===== config.mk =====
export PLATFORM = sky130hd
export DESIGN_NAME = perf_event_collector
export DESIGN_NICKNAME = d
export VERILOG_FILES = /design/src/rtl/perf_event_collector.sv
export SDC_FILE = /design/constraint.sdc
export NUM_CORES = 1
export LEC_CHECK = 0
export CAP_MARGIN = 15
export CELL_PAD_IN_SITES_DETAIL_PLACEMENT = 1
export CELL_PAD_IN_SITES_GLOBAL_PLACEMENT = 2
export CORE_UTILIZATION = 41
export CTS_CLUSTER_SIZE = 16
export DETAILED_ROUTE_END_ITERATION = 16
export GPL_TIMING_DRIVEN = 0
export PLACE_DENSITY_LB_ADDON = 0.1
export SYNTH_ARGS = -nofsm -noshare
export SYNTH_HDL_FRONTEND = slang
export SYNTH_SLANG_ARGS = --single-unit

===== constraint.sdc =====
create_clock -name clk -period 11.7 [get_ports clk]
set_input_delay 3.51 -clock clk [delete_from_list [all_inputs] [get_ports clk]]
set_output_delay 3.51 -clock clk [all_outputs]
set_load 0.01 [all_outputs]

===== src/rtl/perf_event_collector.sv =====
// Performance-counter bank: counts per-event pulses, then freezes on halt and streams all counters out in index order.
// Build option: define PERF_SATURATE_EN to make counters saturate instead of wrapping.
module perf_event_collector #(
    parameter int NUM_EVENTS = 16,
    parameter int CNT_WIDTH  = 32,
    parameter int IDX_WIDTH  = $clog2(NUM_EVENTS)
) (
    input  logic                  clk,
    input  logic                  rst,
    input  logic [NUM_EVENTS-1:0] event_i,
    input  logic                  halt_i,
    input  logic                  clear_i,
    output logic                  dump_valid_o,
    input  logic                  dump_ready_i,
    output logic [IDX_WIDTH-1:0]  dump_idx_o,
    output logic [CNT_WIDTH-1:0]  dump_data_o,
    output logic                  dump_last_o,
    output logic                  done_o,
    output logic [NUM_EVENTS-1:0] ovf_o,
    output logic [1:0]            dbg_state
);

    // Dump handshake: a word moves on any rising edge where dump_valid_o && dump_ready_i;
    // while valid is high and ready is low, idx/data/valid hold steady.
    typedef enum logic [1:0] {
        S_COUNT = 2'd0,
        S_DRAIN = 2'd1,
        S_DUMP  = 2'd2,
        S_DONE  = 2'd3
    } state_t;

    localparam logic [IDX_WIDTH-1:0] LAST_IDX = IDX_WIDTH'(NUM_EVENTS - 1);
    localparam logic [CNT_WIDTH-1:0] CNT_MAX  = {CNT_WIDTH{1'b1}};

    state_t               state;
    logic [CNT_WIDTH-1:0] cnt     [NUM_EVENTS];
    logic [CNT_WIDTH-1:0] cnt_inc [NUM_EVENTS];
    logic [NUM_EVENTS-1:0] ovf_hit;

    // An event arriving at an all-ones counter is the overflow condition in both modes.
    always_comb begin
        for (int k = 0; k < NUM_EVENTS; k++) begin
            ovf_hit[k] = event_i[k] && (cnt[k] == CNT_MAX);
`ifdef PERF_SATURATE_EN
            cnt_inc[k] = ovf_hit[k] ? cnt[k] : cnt[k] + CNT_WIDTH'(event_i[k]);
`else
            cnt_inc[k] = cnt[k] + CNT_WIDTH'(event_i[k]);
`endif
        end
    end

    always_ff @(posedge clk) begin
        if (!rst) begin
            for (int k = 0; k < NUM_EVENTS; k++) cnt[k] <= '0;
            ovf_o        <= '0;
            dump_valid_o <= 1'b0;
            dump_idx_o   <= '0;
            dump_data_o  <= '0;
            done_o       <= 1'b0;
            state        <= S_COUNT;
        end else begin
            case (state)
                S_COUNT: begin
                    // Halt wins over clear; the halt-cycle events still count.
                    if (halt_i || !clear_i) begin
                        for (int k = 0; k < NUM_EVENTS; k++) cnt[k] <= cnt_inc[k];
                        ovf_o <= ovf_o | ovf_hit;
                    end else begin
                        for (int k = 0; k < NUM_EVENTS; k++) cnt[k] <= '0;
                        ovf_o <= '0;
                    end
                    if (halt_i) state <= S_DRAIN;
                end
                S_DRAIN: begin
                    dump_data_o  <= cnt[0];
                    dump_idx_o   <= '0;
                    dump_valid_o <= 1'b1;
                    state        <= S_DUMP;
                end
                S_DUMP: begin
                    if (dump_ready_i) begin
                        if (dump_idx_o == LAST_IDX) begin
                            dump_valid_o <= 1'b0;
                            done_o       <= 1'b1;
                            state        <= S_DONE;
                        end else begin
                            dump_idx_o  <= dump_idx_o + 1'b1;
                            dump_data_o <= cnt[dump_idx_o + 1'b1];
                        end
                    end
                end
                default: ;
            endcase
        end
    end

    assign dump_last_o = dump_valid_o && (dump_idx_o == LAST_IDX);
    assign dbg_state   = state;

endmodule


==> results of run 1 <==
-- critical path, cell delays in order --
cell	delay, ns
clkdlybuf4s50_1	0.67
nand2b_1	0.09
clkbuf_1	0.41
nand2_1	0.29
clkbuf_1	0.83
clkbuf_1	0.71
clkbuf_1	0.93
nor2_1	0.13
-- power by group --
part,leakage [nW],internal [mW],switching [mW],total [mW]
registers,5.41,2.66,0.740,3.40
logic,5.35,0.727,1.08,1.81
clock network,1.05,1.22,0.888,2.11
total,11.8,4.62,2.71,7.32
-- cell families (layout without fill, tap and decap cells) --
kind of cell               count (synthesis)  count (layout)  share of synthesized area
DFF                                      568             568                      0.438
and+or+nand+nor                         1465            1465                      0.239
AOI/OAI and AO/OA                        312             312                     0.0562
adders and majority gates                 38              38                     0.0149
muxes                                    195             195                      0.114
xor gates and xnor gates                 405             405                      0.111
buffers and inverters                    216             426                     0.0268
other                                      0               1                          0
-- synthesized netlist by cell type (all sizes together), types with 68 or more instances --
master,count
dfxtp,312
nand2,163
xnor2,134
nor2,480
edfxtp,256
nand4,197
nor3,68
o21ai,95
and3,94
a21oi,108
xor2,271
nand3,204
mux4,128
clkbuf,129
-- layout make-up --
cell class | instances | area [um2]
well taps | 1030 | 1290
plain buffers | 172 | 688
inverters | 44 | 165
clock inverters | 16 | 101
multi-input cells | 2415 | 17100
fillers | 8593 | 40100
repair buffers | 86 | 923
diodes | 1 | 2.50
clock buffers | 108 | 2050
flip-flops and latches | 568 | 13900
-- state kept, by name (all words and copies together), names as in the netlist --
register and count:
cnt 512, dump_valid_o 1, ovf_o 16, done_o 1, dbg_state 2, dump_data_o 32, dump_idx_o 4
-- worst min-delay path by stage --
stage | cells past startpoint | start | slack, ns | to
CTS | 2 | ovf_o[6] | 0.45 | ovf_o[6]
global route | 2 | ovf_o[6] | 0.48 | ovf_o[6]
global placement | 2 | ovf_o[6] | 0.44 | ovf_o[6]
floorplan | 2 | cnt[14][29] | 0.45 | cnt[14][29]
finish | 2 | ovf_o[6] | 0.45 | ovf_o[6]
detailed placement | 2 | ovf_o[6] | 0.44 | ovf_o[6]
-- routing by layer --
| metal | up-vias | GRT usage | wire (um) | share of wire |
|---|---|---|---|---|
| met4 | 0 | 0.134 | 5990 | 0.050 |
| met5 | - | 0 | 0 | 0 |
| met2 | 835 | 0.498 | 55800 | 0.46 |
| met3 | 191 | 0.0367 | 6890 | 0.057 |
| met1 | 13758 | 0.412 | 51300 | 0.43 |
| li1 | 12163 | - | - | - |
==> impl_metrics.yaml, run 1 <==
synthesis:
  ys_ff_latch: 568
  syn_nets: 3258
  yosysSeqAreaShare: 0.438
  ys_warn_count: 0
  ys.flop_type: "dfxtp_1"
  async_reset_ff_frac: 0
  netlist_area_mm2: 0.0318
  synthTopCellsByArea: "edfxtp_1 (24%), dfxtp_1 (20%), mux4_2 (9.0%)"
  synthCells: 3199
  netlist.area_leader.share: 0.241
  ys_types: 60
  synth_top_cell_by_area: "edfxtp_1"
  syn_avg_cell_area_um2: 9.95
  synth_edf_count: 256
routing:
  drc_errors: 0
  ant_nets: 0
  routed_via_density: 6.07
  dr.pass1.iters: 5
  vias: 26947
  drtIter0Drc: 2549
  drt-total-wl_um: 120000
  wire_per_inst_um: 27.0
place:
  place_area_mm2: 0.0341
  gp_congestion: 0.936
  dp_cells: 4315
  place_ws_ns: 3.88
  io_buffers: 77
  dp_hpwl_um: 92400
layout:
  finish.utilization: 0.474
  area_delta_synth_final_pct: 13.8
  final_common_cell: "nor2_1"
  nets: 3416
  fin_cells: 4440
  mostFrequentLayoutCells: "nor2_1 (477), dfxtp_1 (312), xor2_1 (271), edfxtp_1 (256), nand3_1 (202)"
  fin_area_mm2: 0.0362
  drive_gt1_frac: 0.102
clock_network:
  cts_root_buffer: "clkbuf_16"
  cts_resized: 0
  hold_buffers: 0
  postCtsSetupRepairBufs: 0
  clkSinkCount: 568
  clkLatencyLatePin_ns: 0.61
  clkTransAtPathRegs_ns: 0.06
  cts_buffer_depth: 3
  tritoncts: "done"
  numCtsBuffers: 70
  cts.htree.levels: 3
min_path:
  hp-class: "reg2reg"
setup_path:
  critPathRequiredTime_ns: 12.01
  r2r_cells: 9
  rrSetupSlack_ns: 7.04
  startpoint_type: "input port"
  cp_max_fo: 10
  critical_path.startpoint: "clear_i"
  cp-endpoint: "cnt[3][31]"
  r2r_start: "dbg_state[0]"
  critPathKind: "in2reg"
  crit_arrival_ns: 7.60
  reg2reg_to: "cnt[3][31]"
  cp-end-kind: "flip-flop"
timing:
  hold_violations: 0
  maxSlewHeadroom: 0.143
  setup_viol: 0
  period_minus_slack_ns: 7.28
  clock_skew_ns: 0.0198
  fin_tns_setup_ns: 0
  period_share: 0.623
  fin_hold_ws_ns: 0.447
  rsz0062_at_grt: "false"
  worstMarginPinSlew_ns: 1.28
  fmax_mhz: 137
  fin_ws_ns: 4.42
  final_max_slew_viol_count: 0
die:
  initial_core_util: 0.417
  die_x_um: 281
  io_pins: 78
  die_h_um: 281
  row_count: 101
  dieArea_mm2: 0.0788
  core-area_mm2: 0.0763
pwr:
  power.leakage_nw: 11.8
  power_density_mw_per_mm2: 202
  p_total_mw: 7.32
  vdd.ir_drop.worst_mv: 0.109
global_route:
  grt_pass1_wl_um: 179000
  grt_remaining_overflow: 0
  antenna_found_initial: 3
  grt_pass1_vias: 27235
  grt_max_degree: 64
  grt_use_total: 0.307
run_status:
  status: "finished, final reports clean"
run:
  maxCapViolCount: 0
(Power assumes the default switching activity.)
==> run 2: changes to the inputs <==
clock period = 7.4 ns   (was 11.7 ns; I/O delays follow)
==> impl_metrics.yaml, run 2 (same netlist as run 1, synthesis figures left out) <==
clock_network:
  postCtsSetupRepairBufs: 0
  numCtsBuffers: 69
  cts_resized: 0
  cts.htree.levels: 3
  clkLatencyLatePin_ns: 0.63
  cts_buffer_depth: 3
  clkTransAtPathRegs_ns: 0.06
  tritoncts: "done"
  hold_buffers: 0
  cts_root_buffer: "clkbuf_16"
  clkSinkCount: 568
run_status:
  status: "finished, final reports clean"
global_route:
  grt_pass1_vias: 27183
  gr-usage-met1: 0.402
  grt_max_degree: 65
  grt_use_total: 0.305
  grtUsageMet3: 0.0403
  grt_pass1_wl_um: 178000
  antenna_found_initial: 3
  grt_remaining_overflow: 0
  gr-usage-met2: 0.498
  grt.busiest_layer: "met2"
timing:
  clock_skew_ns: 0.0285
  fmax_mhz: 168
  period_share: 0.804
  fin_tns_setup_ns: 0
  fin_ws_ns: 1.45
  hold_violations: 0
  setup_viol: 0
  final_max_slew_viol_count: 0
  worstMarginPinSlew_ns: 1.26
  rsz0062_at_grt: "false"
  maxSlewHeadroom: 0.149
  period_minus_slack_ns: 5.95
  fin_hold_ws_ns: 0.448
routing:
  routed_via_density: 6.07
  drc_errors: 0
  ant_nets: 0
  dr.pass1.iters: 5
  drt-total-wl_um: 120000
  drtIter0Drc: 2532
  wire_per_inst_um: 27.0
  vias: 26959
setup_path:
  cp_max_fo: 10
  r2r_cells: 9
  critPathRequiredTime_ns: 7.72
  rrSetupSlack_ns: 2.70
  r2r_start: "dbg_state[0]"
  critPathKind: "in2reg"
  crit_arrival_ns: 6.27
  cp-end-kind: "flip-flop"
  reg2reg_to: "cnt[0][31]"
  startpoint_type: "input port"
layout:
  reg.largest.list: "cnt: 512 flops, dump_data_o: 32 flops, ovf_o: 16 flops"
  diodes: 0
  final-seq-area_mm2: 0.0139
  final_common_cell: "nor2_1"
  largest_register_ffs: 512
  mostFrequentLayoutCells: "nor2_1 (477), dfxtp_1 (312), xor2_1 (271), edfxtp_1 (256), nand3_1 (202)"
  fillCellCount: 8544
  fin_area_mm2: 0.0364
  largest_register: "cnt"
  nets: 3417
  drive_gt1_frac: 0.108
  area_delta_synth_final_pct: 14.3
  multiInputGateArea_mm2: 0.0171
min_path:
  worstHoldPathCells: 2
  hp-class: "reg2reg"
  hold_end: "ovf_o[6]"
  holdCritStartpoint: "ovf_o[6]"
pwr:
  power.leakage_nw: 11.9
  p_total_mw: 11.7
  power_density_mw_per_mm2: 323
  vdd.ir_drop.worst_mv: 0.135
die:
  dieArea_mm2: 0.0788
  die_h_um: 281
  initial_core_util: 0.417
  core-area_mm2: 0.0763
  row_count: 101
  die_x_um: 281
  io_pins: 78
place:
  place_area_mm2: 0.0341
  io_buffers: 77
  place_ws_ns: 0.892
  gp_congestion: 0.945
  dp_hpwl_um: 92200
run:
  maxCapViolCount: 0
-- run 2: changes by cell type in the layout (fill, tap and decap cells not counted), sizes merged --
| cell | change |
|---|---|
| bufinv | +3 |
| diode | -1 |
| inv | +3 |
| buf | +1 |
| clkbuf | -8 |
| clkinv | +5 |
-- run 2: area by class of cell --
type / instances / area share
Timing Repair Buffer: 88 / 0.0257
Clock buffer: 99 / 0.0562
Multi-Input combinational cell: 2415 / 0.469
Buffer: 172 / 0.0189
Sequential cell: 568 / 0.383
Clock inverter: 27 / 0.00705
Tap cell: 1030 / 0.0354
Inverter: 44 / 0.00454
-- run 2: how the worst max path moves through the flow --
| stage | slack (ns) | depth (start not counted) | from | to |
|---|---|---|---|---|
| 2_1_floorplan | 1.47 | 2 | rst | cnt[0][0] |
| 3_3_place_gp | -0.82 | 3 | rst | cnt[4][12] |
| 3_5_place_dp | 0.89 | 8 | halt_i | cnt[2][5] |
| 4_1_cts | 1.51 | 8 | halt_i | cnt[0][31] |
| 5_1_grt | 1.35 | 8 | halt_i | cnt[0][31] |
| 6_report | 1.45 | 8 | halt_i | cnt[0][31] |
-- run 2: per-layer routing --
metal  up-vias  wire length, um
met5         -               13
met4         2             5670
met3       189             7220
met2       834            56100
met1     13767            50900
li1      12167                -
-- run 2: critical path, cell delays in order --
cell and delay (ns):
clkdlybuf4s50_1 0.53, nand2b_1 0.20, clkbuf_1 0.40, nand2_1 0.35, clkbuf_1 0.87, clkbuf_1 0.68, clkbuf_1 0.86, nor2_1 0.13
-- run 2: stage by stage --
step | util | cells
after global placement | 0.444 | 4306
after global routing | 0.477 | 4443
after CTS | 0.476 | 4441
final | 0.477 | 4443
after floorplan | - | 3199
after detailed placement | 0.446 | 4315
-- run 2: where the power goes --
part	internal (mW)	leakage, nW	switching (mW)	total [mW]
logic	1.15	5.36	1.70	2.85
clock network	2.07	1.14	1.44	3.51
registers	4.21	5.41	1.17	5.38
total	7.43	11.9	4.31	11.7
